### src/rtl/lsu_bus_ctrl_pkg.sv
// Shared types and constants for the load/store bus controller.
package lsu_bus_ctrl_pkg;

  typedef logic [31:0] word_st;

  typedef enum logic [1:0] {
    IDLE = 2'd0,
    REQ  = 2'd1,
    WAIT = 2'd2,
    RESP = 2'd3
  } lsu_state_e;

  localparam logic [2:0] F3_BYTE = 3'b000;
  localparam logic [2:0] F3_HALF = 3'b001;
  localparam logic [2:0] F3_WORD = 3'b010;

endpackage

### src/rtl/lsu_bus_ctrl_lane_align.sv
// Byte-lane steering for the LSU: byte enables, store shift, load shift/mask
// and the misaligned/illegal-size flag.
module lsu_lane_align
  import lsu_bus_ctrl_pkg::*;
(
  input  logic [2:0] funct3,
  input  logic [1:0] off,
  input  word_st     wdata,
  input  word_st     rdata,
  output logic [3:0] be,
  output word_st     wdata_sh,
  output word_st     rdata_al,
  output logic       bad
);

  word_st mask;

  always_comb begin
    be   = 4'b0000;
    bad  = 1'b0;
    mask = '0;
    case (funct3)
      F3_BYTE: begin
        be   = 4'b0001 << off;
        mask = 32'h0000_00ff;
      end
      F3_HALF: begin
        be   = 4'b0011 << {off[1], 1'b0};
        bad  = off[0];
        mask = 32'h0000_ffff;
      end
      F3_WORD: begin
        be   = 4'b1111;
        bad  = |off;
        mask = 32'hffff_ffff;
      end
      default: bad = 1'b1;
    endcase
  end

  assign wdata_sh = wdata << {off, 3'b000};
  assign rdata_al = (rdata >> {off, 3'b000}) & mask;

endmodule

### src/rtl/lsu_bus_ctrl.sv
// Load/store bus controller: one operation per transaction, word-addressed
// bus with byte enables, lane-aligned load return and timeout abort.
module lsu_bus_ctrl
  import lsu_bus_ctrl_pkg::*;
#(
  parameter int TIMEOUT_CYCLES = 16
) (
  input  logic       clk_i,
  input  logic       rst_ni,
  input  logic       req_valid_i,
  output logic       req_ready_o,
  input  logic       req_we_i,
  input  word_st     req_addr_i,
  input  logic [2:0] req_funct3_i,
  input  word_st     req_wdata_i,
  output logic       mem_req_o,
  input  logic       mem_gnt_i,
  output logic       mem_we_o,
  output word_st     mem_addr_o,
  output logic [3:0] mem_be_o,
  output word_st     mem_wdata_o,
  input  logic       mem_rvalid_i,
  input  word_st     mem_rdata_i,
  output logic       rsp_valid_o,
  output word_st     rsp_rdata_o,
  output logic       rsp_err_o
);

  lsu_state_e state, state_nx;

  logic       we_q, err_q;
  word_st     addr_q, wdata_q, rdata_q;
  logic [2:0] f3_q;
  logic [7:0] cnt;

  logic [2:0] f3_sel;
  logic [1:0] off_sel;
  logic [3:0] be;
  word_st     wdata_sh, rdata_al;
  logic       bad, busy, complete, tmo;

  // In IDLE the aligner judges the incoming request; afterwards it serves
  // the captured one.
  assign f3_sel  = (state == IDLE) ? req_funct3_i    : f3_q;
  assign off_sel = (state == IDLE) ? req_addr_i[1:0] : addr_q[1:0];

  lsu_lane_align u_align (
    .funct3   (f3_sel),
    .off      (off_sel),
    .wdata    (wdata_q),
    .rdata    (rdata_q),
    .be       (be),
    .wdata_sh (wdata_sh),
    .rdata_al (rdata_al),
    .bad      (bad)
  );

  assign busy     = (state == REQ) || (state == WAIT);
  assign complete = ((state == REQ) && mem_gnt_i && mem_rvalid_i) ||
                    ((state == WAIT) && mem_rvalid_i);
  // A response arriving in the final allowed cycle still wins over the abort.
  assign tmo      = busy && !complete && (cnt == 8'(TIMEOUT_CYCLES - 1));

  always_ff @(posedge clk_i or negedge rst_ni) begin
    if (!rst_ni) state <= IDLE;
    else         state <= state_nx;
  end

  always_comb begin
    state_nx = state;
    case (state)
      IDLE: if (req_valid_i) state_nx = bad ? RESP : REQ;
      REQ: begin
        if (complete || tmo) state_nx = RESP;
        else if (mem_gnt_i)  state_nx = WAIT;
      end
      WAIT: if (complete || tmo) state_nx = RESP;
      RESP: state_nx = IDLE;
      default: state_nx = IDLE;
    endcase
  end

  always_comb begin
    req_ready_o = (state == IDLE);
    mem_req_o   = 1'b0;
    mem_we_o    = 1'b0;
    mem_addr_o  = '0;
    mem_be_o    = '0;
    mem_wdata_o = '0;
    rsp_valid_o = 1'b0;
    rsp_rdata_o = '0;
    rsp_err_o   = 1'b0;
    case (state)
      REQ: begin
        mem_req_o   = 1'b1;
        mem_we_o    = we_q;
        mem_addr_o  = {addr_q[31:2], 2'b00};
        mem_be_o    = be;
        mem_wdata_o = wdata_sh;
      end
      RESP: begin
        rsp_valid_o = 1'b1;
        rsp_err_o   = err_q;
        rsp_rdata_o = (we_q || err_q) ? '0 : rdata_al;
      end
      default: ;
    endcase
  end

  always_ff @(posedge clk_i or negedge rst_ni) begin
    if (!rst_ni) begin
      we_q    <= 1'b0;
      err_q   <= 1'b0;
      addr_q  <= '0;
      wdata_q <= '0;
      rdata_q <= '0;
      f3_q    <= '0;
      cnt     <= '0;
    end else begin
      case (state)
        IDLE: begin
          cnt <= '0;
          if (req_valid_i) begin
            we_q    <= req_we_i;
            addr_q  <= req_addr_i;
            f3_q    <= req_funct3_i;
            wdata_q <= req_wdata_i;
            rdata_q <= '0;
            err_q   <= bad;
          end
        end
        REQ, WAIT: begin
          cnt <= cnt + 8'd1;
          if (complete) begin
            rdata_q <= mem_rdata_i;
            err_q   <= 1'b0;
          end else if (tmo) begin
            err_q <= 1'b1;
          end
        end
        default: ;
      endcase
    end
  end

endmodule
### config.mk
export PLATFORM = sky130hd
export DESIGN_NAME = lsu_bus_ctrl
export DESIGN_NICKNAME = d
export VERILOG_FILES = /design/src/rtl/lsu_bus_ctrl_pkg.sv /design/src/rtl/lsu_bus_ctrl_lane_align.sv /design/src/rtl/lsu_bus_ctrl.sv
export SDC_FILE = /design/constraint.sdc
export NUM_CORES = 1
export LEC_CHECK = 0
export CAP_MARGIN = 25
export CORE_MARGIN = 5
export CORE_UTILIZATION = 35
export DETAILED_ROUTE_END_ITERATION = 7
export GPL_TIMING_DRIVEN = 0
export SLEW_MARGIN = 20
export SYNTH_ARGS = -nofsm -noshare
export SYNTH_HDL_FRONTEND = slang
export SYNTH_HIERARCHICAL = 1
export SYNTH_SLANG_ARGS = --single-unit
### constraint.sdc
create_clock -name clk_i -period 3.7 [get_ports clk_i]
set_clock_uncertainty 0.1 [all_clocks]
set_input_delay 0.74 -clock clk_i [delete_from_list [all_inputs] [get_ports clk_i]]
set_output_delay 0.74 -clock clk_i [all_outputs]
set_load 0.02 [all_outputs]
Word level (Yosys, flattened, before mapping). Cells that the tools add are included.

Register bits: 111. Word-level logic and storage cells: 72. Output and inout port bits: 105. Input bits: 105.

Shifts and indexed selects: 4. Muxes and demuxes: 28. Equality and inequality tests: 11. Reductions and logical operators: 19. Bitwise operators: 1. $add $sub $neg: 1.

Operators by type and width (number): two-way mux 32 bit (6); one-hot mux 32 bit (3 select lines) (1); one-hot mux 32 bit (2 select lines) (1); bitwise AND 32 bit (1); left shift 32 x 5 -> 32 bit (1); right shift 32 x 5 -> 32 bit (1); one-hot mux 8 bit (2 select lines) (1); two-way mux 2 bit (6); one-hot mux 4 bit (3 select lines) (1); AND reduction 3 bit (3); adder 8 x 1 -> 8 bit (second input constant) (1); equality test 8 x 4 -> 1 bit (second input constant) (1); one-hot mux 2 bit (4 select lines) (1); two-way mux 1 bit (7); logical AND 1 bit (5); equality test 2 bit (second input constant) (2); logical OR 1 bit (4); two-way mux 4 bit (1); inequality test 2 bit (second input constant) (2); OR reduction 2 bit (2); left shift 1 x 2 -> 4 bit (first input constant) (1); left shift 2 x 2 -> 4 bit (first input constant) (1); equality test 3 x 1 -> 1 bit (second input constant) (1); equality test 3 x 2 -> 1 bit (second input constant) (1); 12 further kinds (12).

Logic depth before layout (Yosys ltp). Gate-level depths: netlist (run 1).

Depth in word-level cells: 10. Mapped depth: 12.

Cells and area by module. Netlist (run 1), hierarchy kept.

Modules (own cells, without submodules): lsu_bus_ctrl (cells an instance 478, area each 5343.9 µm², times used 1, seq. area each 2777.7 µm²); lsu_lane_align (cells an instance 193, area each 1198.6 µm², times used 1, seq. area each 0.0 µm²).

Worst setup path before layout (run 1). No wires, ideal clock.

Path type: reg-to-output. Start point: reg state[0]. End point: out rsp_rdata_o[20]. Data arrival time: 2486 ps. Path slack: 374 ps. Stages on the path, launching flop included: 10. Required time: 2860 ps. Buffers on the path: 3. Cell sequence: dfrtp_1 inv_1 ha_1 buf_4 mux2_2 clkbuf_1 or4_1 buf_2 nor2_1 and2_1.

Cells in the longest elaborated chain, start to end: 7. Elaborated cells on any way between the ends: 12. Classes of those cells: 3 x eq/ne; 1 x shift; 5 x mux; 1 x bitwise; 2 x reduce/logical.

Ends and longest elaborated chain: from (decl) (line lsu_bus_ctrl.sv:29) `lsu_state_e state, state_nx;`; from (signal assigned) (line lsu_bus_ctrl.sv:66) `else state <= state_nx;`; zero test 2 bit *; named net req_ready_o (line lsu_bus_ctrl.sv:11) `output logic req_ready_o,`; two-way mux 3 bit * (line lsu_bus_ctrl.sv:44) `assign f3_sel = (state == IDLE) ? req_funct3_i : f3_q;`; named net f3_sel[0] (line lsu_bus_ctrl.sv:36) `logic [2:0] f3_sel;`; equality test 3 x 2 -> 1 bit (tied with other cells) (line lsu_bus_ctrl_lane_align.sv:22) `case (funct3)`; one-hot mux 32 bit (3 select lines) * (line lsu_bus_ctrl_lane_align.sv:22); bitwise AND 32 bit * (line lsu_bus_ctrl_lane_align.sv:42) `assign rdata_al = (rdata >> {off, 3'b000}) & mask;`; named net rdata_al[20] (line lsu_bus_ctrl.sv:39) `word_st wdata_sh, rdata_al;`; two-way mux 32 bit * (line lsu_bus_ctrl.sv:104) `rsp_rdata_o = (we_q || err_q) ? '0 : rdata_al;`; two-way mux 32 bit * (line lsu_bus_ctrl.sv:93) `case (state)`; to (decl) (line lsu_bus_ctrl.sv:25) `output word_st rsp_rdata_o,`.

The timed path passes the listed nets; every way through them passes the cells marked *.

Final worst setup path (run 1).
Start point: in req_funct3_i[1]. End point: out rsp_rdata_o[21].

Cells in the longest elaborated chain, start to end: 6. Elaborated cells on any way between the ends: 8. Classes of those cells: 2 x eq/ne; 4 x mux; 1 x bitwise; 1 x reduce/logical.

Ends and longest elaborated chain: from (decl) (line lsu_bus_ctrl.sv:14) `input logic [2:0] req_funct3_i,`; two-way mux 3 bit * (line lsu_bus_ctrl.sv:44); named net f3_sel[1] (line lsu_bus_ctrl.sv:36); equality test 3 x 2 -> 1 bit (tied with other cells) (line lsu_bus_ctrl_lane_align.sv:22); one-hot mux 32 bit (3 select lines) * (line lsu_bus_ctrl_lane_align.sv:22); bitwise AND 32 bit * (line lsu_bus_ctrl_lane_align.sv:42); named net rdata_al[21] (line lsu_bus_ctrl.sv:39); two-way mux 32 bit * (line lsu_bus_ctrl.sv:104); two-way mux 32 bit * (line lsu_bus_ctrl.sv:93).

Marks and branches as above.

==> impl_metrics.toml, run 1 <==
[timing]
setup_viol = 0
finalHoldViolations = 0
rsz0062_at_grt = "no"
fin_tns_setup_ns = 0
fin_crit_sh_pct = 97.8
worst_pin_slew_ns = 0.679
period_needed_ns = 3.62
slew_viol_final = 0
timing.final.ws_setup_ns = 0.0796
maxSlewHeadroom_pct = 54.8
hold_ws_ns = 0.247
fmax_ghz = 0.276

[synthesis]
yosysTopAreaCell = "dfrtp_1"
netlist_instances = 671
avgSynthCellArea_um2 = 9.75
yosysTopAreaCellShare_pct = 42.5
async_flop_share_pct = 100
synth_commonest_cells = "and2_1, dfrtp_1, nand2_1, mux2_2, o21ai_2"
ys_seq_area_share_pct = 42.5
ys_ff_latch = 111
synth.area.top_cells = "dfrtp_1, mux2_2, and2_1, nand2_1, mux2i_1"
synthesis.area_um2 = 6540
synthFlopType = "dfrtp_1"
synth_enable_flop_cells = 0
yosysMostFrequentCell = "and2_1"
ys_types = 42
synth.yosys.warnings = 6

[cts]
cts.clk_slew.worst_paths_ns = 0.08
clock-root-buffer = "clkbuf_16"
cts_tree = "built"
ctsLongestPathBuffers = 2
h-tree-depth = 3
numClockSinks = 111
numCtsBuffers = 9
cts_hold_buf = 0
insertion_delay_ns = 0.35

[drt]
drtIter0Drc = 206
wl_per_cell_um = 18.2
via_count = 5552
drt_wl_total_um = 20600
drc = 0
dr.pass1.iters = 4
antenna_left = 0
via_per_inst = 4.91

[cells_and_area]
nets = 1001
n_fill_cell = 1793
area_delta_synth_final_pct = 43.3
antenna_cells = 0
drive_gt1_share_pct = 22.1
postLayoutCellArea_um2 = 9380

[floorplanning]
die_y_um = 147
die_x_um = 147
fp-row-count = 50
die_area_um2 = 21500
start_util_pct = 35.2
io_pins = 210
core_um2 = 18600

[run]
maxCapViolations = 0

[power]
pwr_density_cell_nw_per_um2 = 874
leakage_nw = 4.14
total_power_mw = 8.20
irDropWorstVdd_mv = 0.363

[global_route]
grtUsageTotal_pct = 19.0
antenna_found_initial = 0
met3_usage_pct = 3.92
grt_max_degree = 61
grt_overflow = 0
grt.busiest_layer = "met2"
met2_usage_pct = 31.2
grt_pass1_wl_um = 32200
grt_util_met1_pct = 26.0
grt_pass1_vias = 5611

[critical_path]
crit_required_ns = 2.86
worstPathArrival_ns = 2.78
worst_setup_path_end_kind = "output pin"
crit_type = "input port to output pin"
reg2reg_depth = 10
start_kind = "input port"
critPathMaxFanout = 8

[placed_design]
numPortBuffers = 207
gp_congestion = 0.859
dp_hpwl_um = 15700
dp_slack_ns = -0.877
dpl_cell_area_um2 = 8940

[status]
outcome = "finished, final reports clean"

[worst_hold_path]
hold_class = "input port to async pin"
[metal layers]
metal,up-vias,part of all wire (%)
li1,2705,-
met1,2683,46
met2,149,48
met3,15,5.0
met4,0,1.4
met5,-,0
[repair_timing]
item                                    CTS  global route
endpoints found under the setup margin   86            74
buffers inserted                          4             0
resized for setup                       130            16
pin swaps                                 1             0
[cell usage in the layout (no fill, tap or decap), types with 3 or more instances in the layout]
cell type / instances
a211oi_1: 17
a211oi_2: 7
a21o_1: 5
a21oi_1: 23
and2_1: 116
buf_2: 15
buf_4: 10
buf_6: 13
clkbuf_1: 15
clkbuf_16: 9
clkbuf_2: 6
clkdlybuf4s15_1: 5
clkdlybuf4s15_2: 9
clkdlybuf4s50_1: 149
dfrtp_1: 111
dlygate4sd2_1: 34
ha_1: 4
inv_2: 3
mux2_2: 77
mux2_4: 4
mux2i_1: 25
nand2_1: 99
nand2b_1: 4
nand3_1: 4
nor2_1: 23
nor2b_1: 20
o21ai_0: 13
o21ai_1: 7
o21ai_2: 28
xor2_1: 3
[power breakdown]
| part | leakage [nW] | internal [mW] | switching [mW] | total, mW |
|---|---|---|---|---|
| clock | 0.158 | 0.604 | 0.473 | 1.08 |
| sequential | 1.37 | 1.77 | 0.358 | 2.13 |
| combinational | 2.62 | 2.22 | 2.77 | 4.99 |
[registers in the layout (all words and copies together), names as in the netlist]
signal / flops
addr_q: 32
we_q: 1
f3_q: 3
state: 2
cnt: 8
err_q: 1
rdata_q: 32
wdata_q: 32
[critical path, stage by stage]
cell	delay, ns
clkdlybuf4s50_1	0.54
mux2_4	0.22
inv_2	0.07
or4_1	0.52
buf_4	0.19
nor2_1	0.09
and2_1	0.14
clkdlybuf4s15_2	0.26
[cell type report]
| class | count | area [um2] | share of cell area (%) |
|---|---|---|---|
| Tap cell | 234 | 293 | 3.12 |
| Clock buffer | 9 | 225 | 2.40 |
| Inverter | 4 | 15.0 | 0.160 |
| Multi-Input combinational cell | 504 | 3550 | 37.9 |
| Sequential cell | 111 | 2780 | 29.6 |
| Buffer | 49 | 335 | 3.58 |
| Timing Repair Buffer | 212 | 2070 | 22.1 |
| Clock inverter | 7 | 105 | 1.12 |
[path summary, 6_finish.rpt]
| path | startpoint | endpoint | slack (ns) |
|---|---|---|---|
| worst max-delay path | req_funct3_i[1] | rsp_rdata_o[21] | 0.08 |
| worst min-delay path | rst_ni | rdata_q[11] | 0.25 |
| worst max register to register | state[1] | err_q | 1.28 |
| worst min register to register | rdata_q[7] | rdata_q[7] | 0.38 |
| max in group asynchronous | rst_ni | wdata_q[11] | 2.57 |
| min in group clk_i | rdata_q[7] | rdata_q[7] | 0.38 |
[kinds of logic after synthesis]
logic type | share of synthesized area, %
and+or+nand+nor | 22.0
DFF | 42.5
AOI/OAI and AO/OA | 11.6
muxes | 17.8
buffers and inverters | 4.65
adders and majority gates | 0.956
xor gates and xnor gates | 0.536
other | 0.0573
[stage by stage]
stage / util (%) / instances
2_1_floorplan: - / 672
3_3_place_gp: 48.0 / 1113
4_1_cts: 50.4 / 1132
3_5_place_dp: 48.1 / 1114
6_report: 50.5 / 1130
5_1_grt: 50.5 / 1130
Power figures use the tool's default switching activity.
==> run 2: changes to the inputs <==
==> constraint.sdc (replaced) <==
create_clock -name clk_i -period 4.6 [get_ports clk_i]
set_clock_uncertainty 0.1 [all_clocks]
set_input_delay 0.92 -clock clk_i [delete_from_list [all_inputs] [get_ports clk_i]]
set_output_delay 0.92 -clock clk_i [all_outputs]
set_load 0.02 [all_outputs]
==> run 2 against run 1 <==
Net effect:
- non-clock buffer count increased by 1
- die area unchanged
- clock power shrank 20%
- first-iteration DRC count shrank 2.4%
- register-to-register slack gained 0.44 ns
- setup slack got worse by 0.0043 ns
- highest routed layer unchanged
==> impl_metrics.toml, run 2 (synthesized netlist as in run 1, its figures left out) <==
[status]
outcome = "finished, final reports clean"

[placed_design]
dp_hpwl_um = 15700
gp_congestion = 0.859
dp_cells = 1114
dpl_cell_area_um2 = 8940
numPortBuffers = 207

[floorplanning]
die_area_um2 = 21500
die_y_um = 147
fp-row-count = 50
start_util_pct = 35.2
die_x_um = 147
core_um2 = 18600
io_pins = 210

[drt]
dr.pass1.iters = 4
drc = 0
drt_wl_total_um = 20500
antenna_left = 0
drtIter0Drc = 201
wl_per_cell_um = 18.2
via_per_inst = 4.85
via_count = 5489

[cts]
ctsLongestPathBuffers = 2
cts_hold_buf = 0
h-tree-depth = 3
cts.clk_slew.worst_paths_ns = 0.07
numCtsBuffers = 9
numClockSinks = 111
clock-root-buffer = "clkbuf_16"
insertion_delay_ns = 0.36
cts_tree = "built"

[critical_path]
worstPathArrival_ns = 3.50
critPathMaxFanout = 10
r2r_start = "state[0]"
crit_required_ns = 3.58
r2r_slack_ns = 1.72
crit_type = "input port to output pin"
worst_setup_path_end_kind = "output pin"
timing.rr.end = "state[1]"
reg2reg_depth = 12
start_kind = "input port"

[timing]
fmax_ghz = 0.221
slew_viol_final = 0
maxSlewHeadroom_pct = 45.5
finalHoldViolations = 0
worst_pin_slew_ns = 0.816
rsz0062_at_grt = "yes"
setup_viol = 0
fin_tns_setup_ns = 0
period_needed_ns = 4.52
fin_crit_sh_pct = 98.4
hold_ws_ns = 0.377

[power]
total_power_mw = 6.49
irDropWorstVdd_mv = 0.299
leakage_nw = 4.06
pwr_density_cell_nw_per_um2 = 696

[cells_and_area]
layoutNonFillerInstCount = 1131
largestRegisters = "addr_q x32, rdata_q x32, wdata_q x32"
final_cell_mix = "clkdlybuf4s50_1, and2_1, dfrtp_1, nand2_1, mux2_2"
antenna_cells = 0
nets = 1002
final_common_cell = "clkdlybuf4s50_1"
area_delta_synth_final_pct = 42.6
drive_gt1_share_pct = 18.3
postLayoutCellArea_um2 = 9330

[global_route]
antenna_found_initial = 0
grt_pass1_wl_um = 32100
grt_pass1_vias = 5605
grtUsageTotal_pct = 19.0
grt_max_degree = 61
grt_overflow = 0

[worst_hold_path]
hold_end = "rdata_q[7]"
hold_class = "flip-flop to flip-flop"
hp-start = "rdata_q[7]"
holdPathStages = 2

[run]
maxCapViolations = 0
[run 2: cell types whose count changed in the layout (fill, tap and decap cells not counted), moves of 3 or more]
cell / before / now
clkdlybuf4s50_1: 149 / 194
dlygate4sd2_1: 34 / 3
clkdlybuf4s15_2: 9 / 0
dlymetal6s2s_1: 2 / 9
a211oi_1: 17 / 23
a211oi_2: 7 / 1
clkbuf_1: 15 / 21
buf_6: 13 / 8
clkdlybuf4s15_1: 5 / 0
clkbuf_2: 6 / 2
mux2_2: 77 / 81
mux2_4: 4 / 0
buf_4: 10 / 7
[run 2: layout make-up]
cell class / instances / area [um2]
clock inverter: 7 / 105
timing repair buffer: 210 / 2130
clock buffer: 9 / 225
fill: 1793 / 9250
buffer: 52 / 293
multi-input combinational: 504 / 3480
tap: 234 / 293
sequential: 111 / 2780
inverter: 4 / 15.0
[run 2: power by group]
part	total (mW)	switching, mW	internal [mW]
clock network	0.869	0.383	0.486
logic	3.91	2.18	1.74
registers	1.71	0.285	1.42
[run 2: worst max path at each step]
stage / start / end / slack, ns / cells past startpoint
floorplan: state[0] / rsp_rdata_o[20] / 1.09 / 9
global placement: rst_ni / addr_q[28] / -2.23 / 1
detailed placement: req_addr_i[1] / rsp_rdata_o[31] / -0.34 / 8
CTS: state[0] / rsp_rdata_o[18] / 0.04 / 10
global route: state[1] / mem_be_o[3] / -0.03 / 11
finish: req_addr_i[0] / rsp_rdata_o[1] / 0.08 / 9
[run 2: critical path, cell delays in order]
cell and delay [ns]:
clkdlybuf4s50_1 0.53, mux2_2 0.17, buf_2 0.19, buf_2 0.26
clkbuf_4 0.28, a211oi_1 0.10, a211oi_1 0.25, and2_1 0.17
clkdlybuf4s50_1 0.62
[run 2: per-layer routing]
layer / global-route usage [%] / wire length [um]
met5: 0 / 0
met2: 31.0 / 9750
met4: 4.61 / 300
met1: 26.1 / 9450
met3: 3.92 / 1040
[run 2: stage by stage]
step / worst slack [ns] / util (%)
CTS: 0.0384 / 50.0
floorplan: 1.09 / -
global route: -0.0300 / 50.2
global placement: -2.23 / 48.0
detailed placement: -0.337 / 48.1
finish: 0.0753 / 50.2
[run 2: repair_timing]
| item | CTS | global route |
|---|---|---|
| buffers inserted | 1 | 1 |
| resized for setup | 7 | 12 |
| endpoints found under the setup margin | 10 | 31 |
| pin swaps | 0 | 1 |
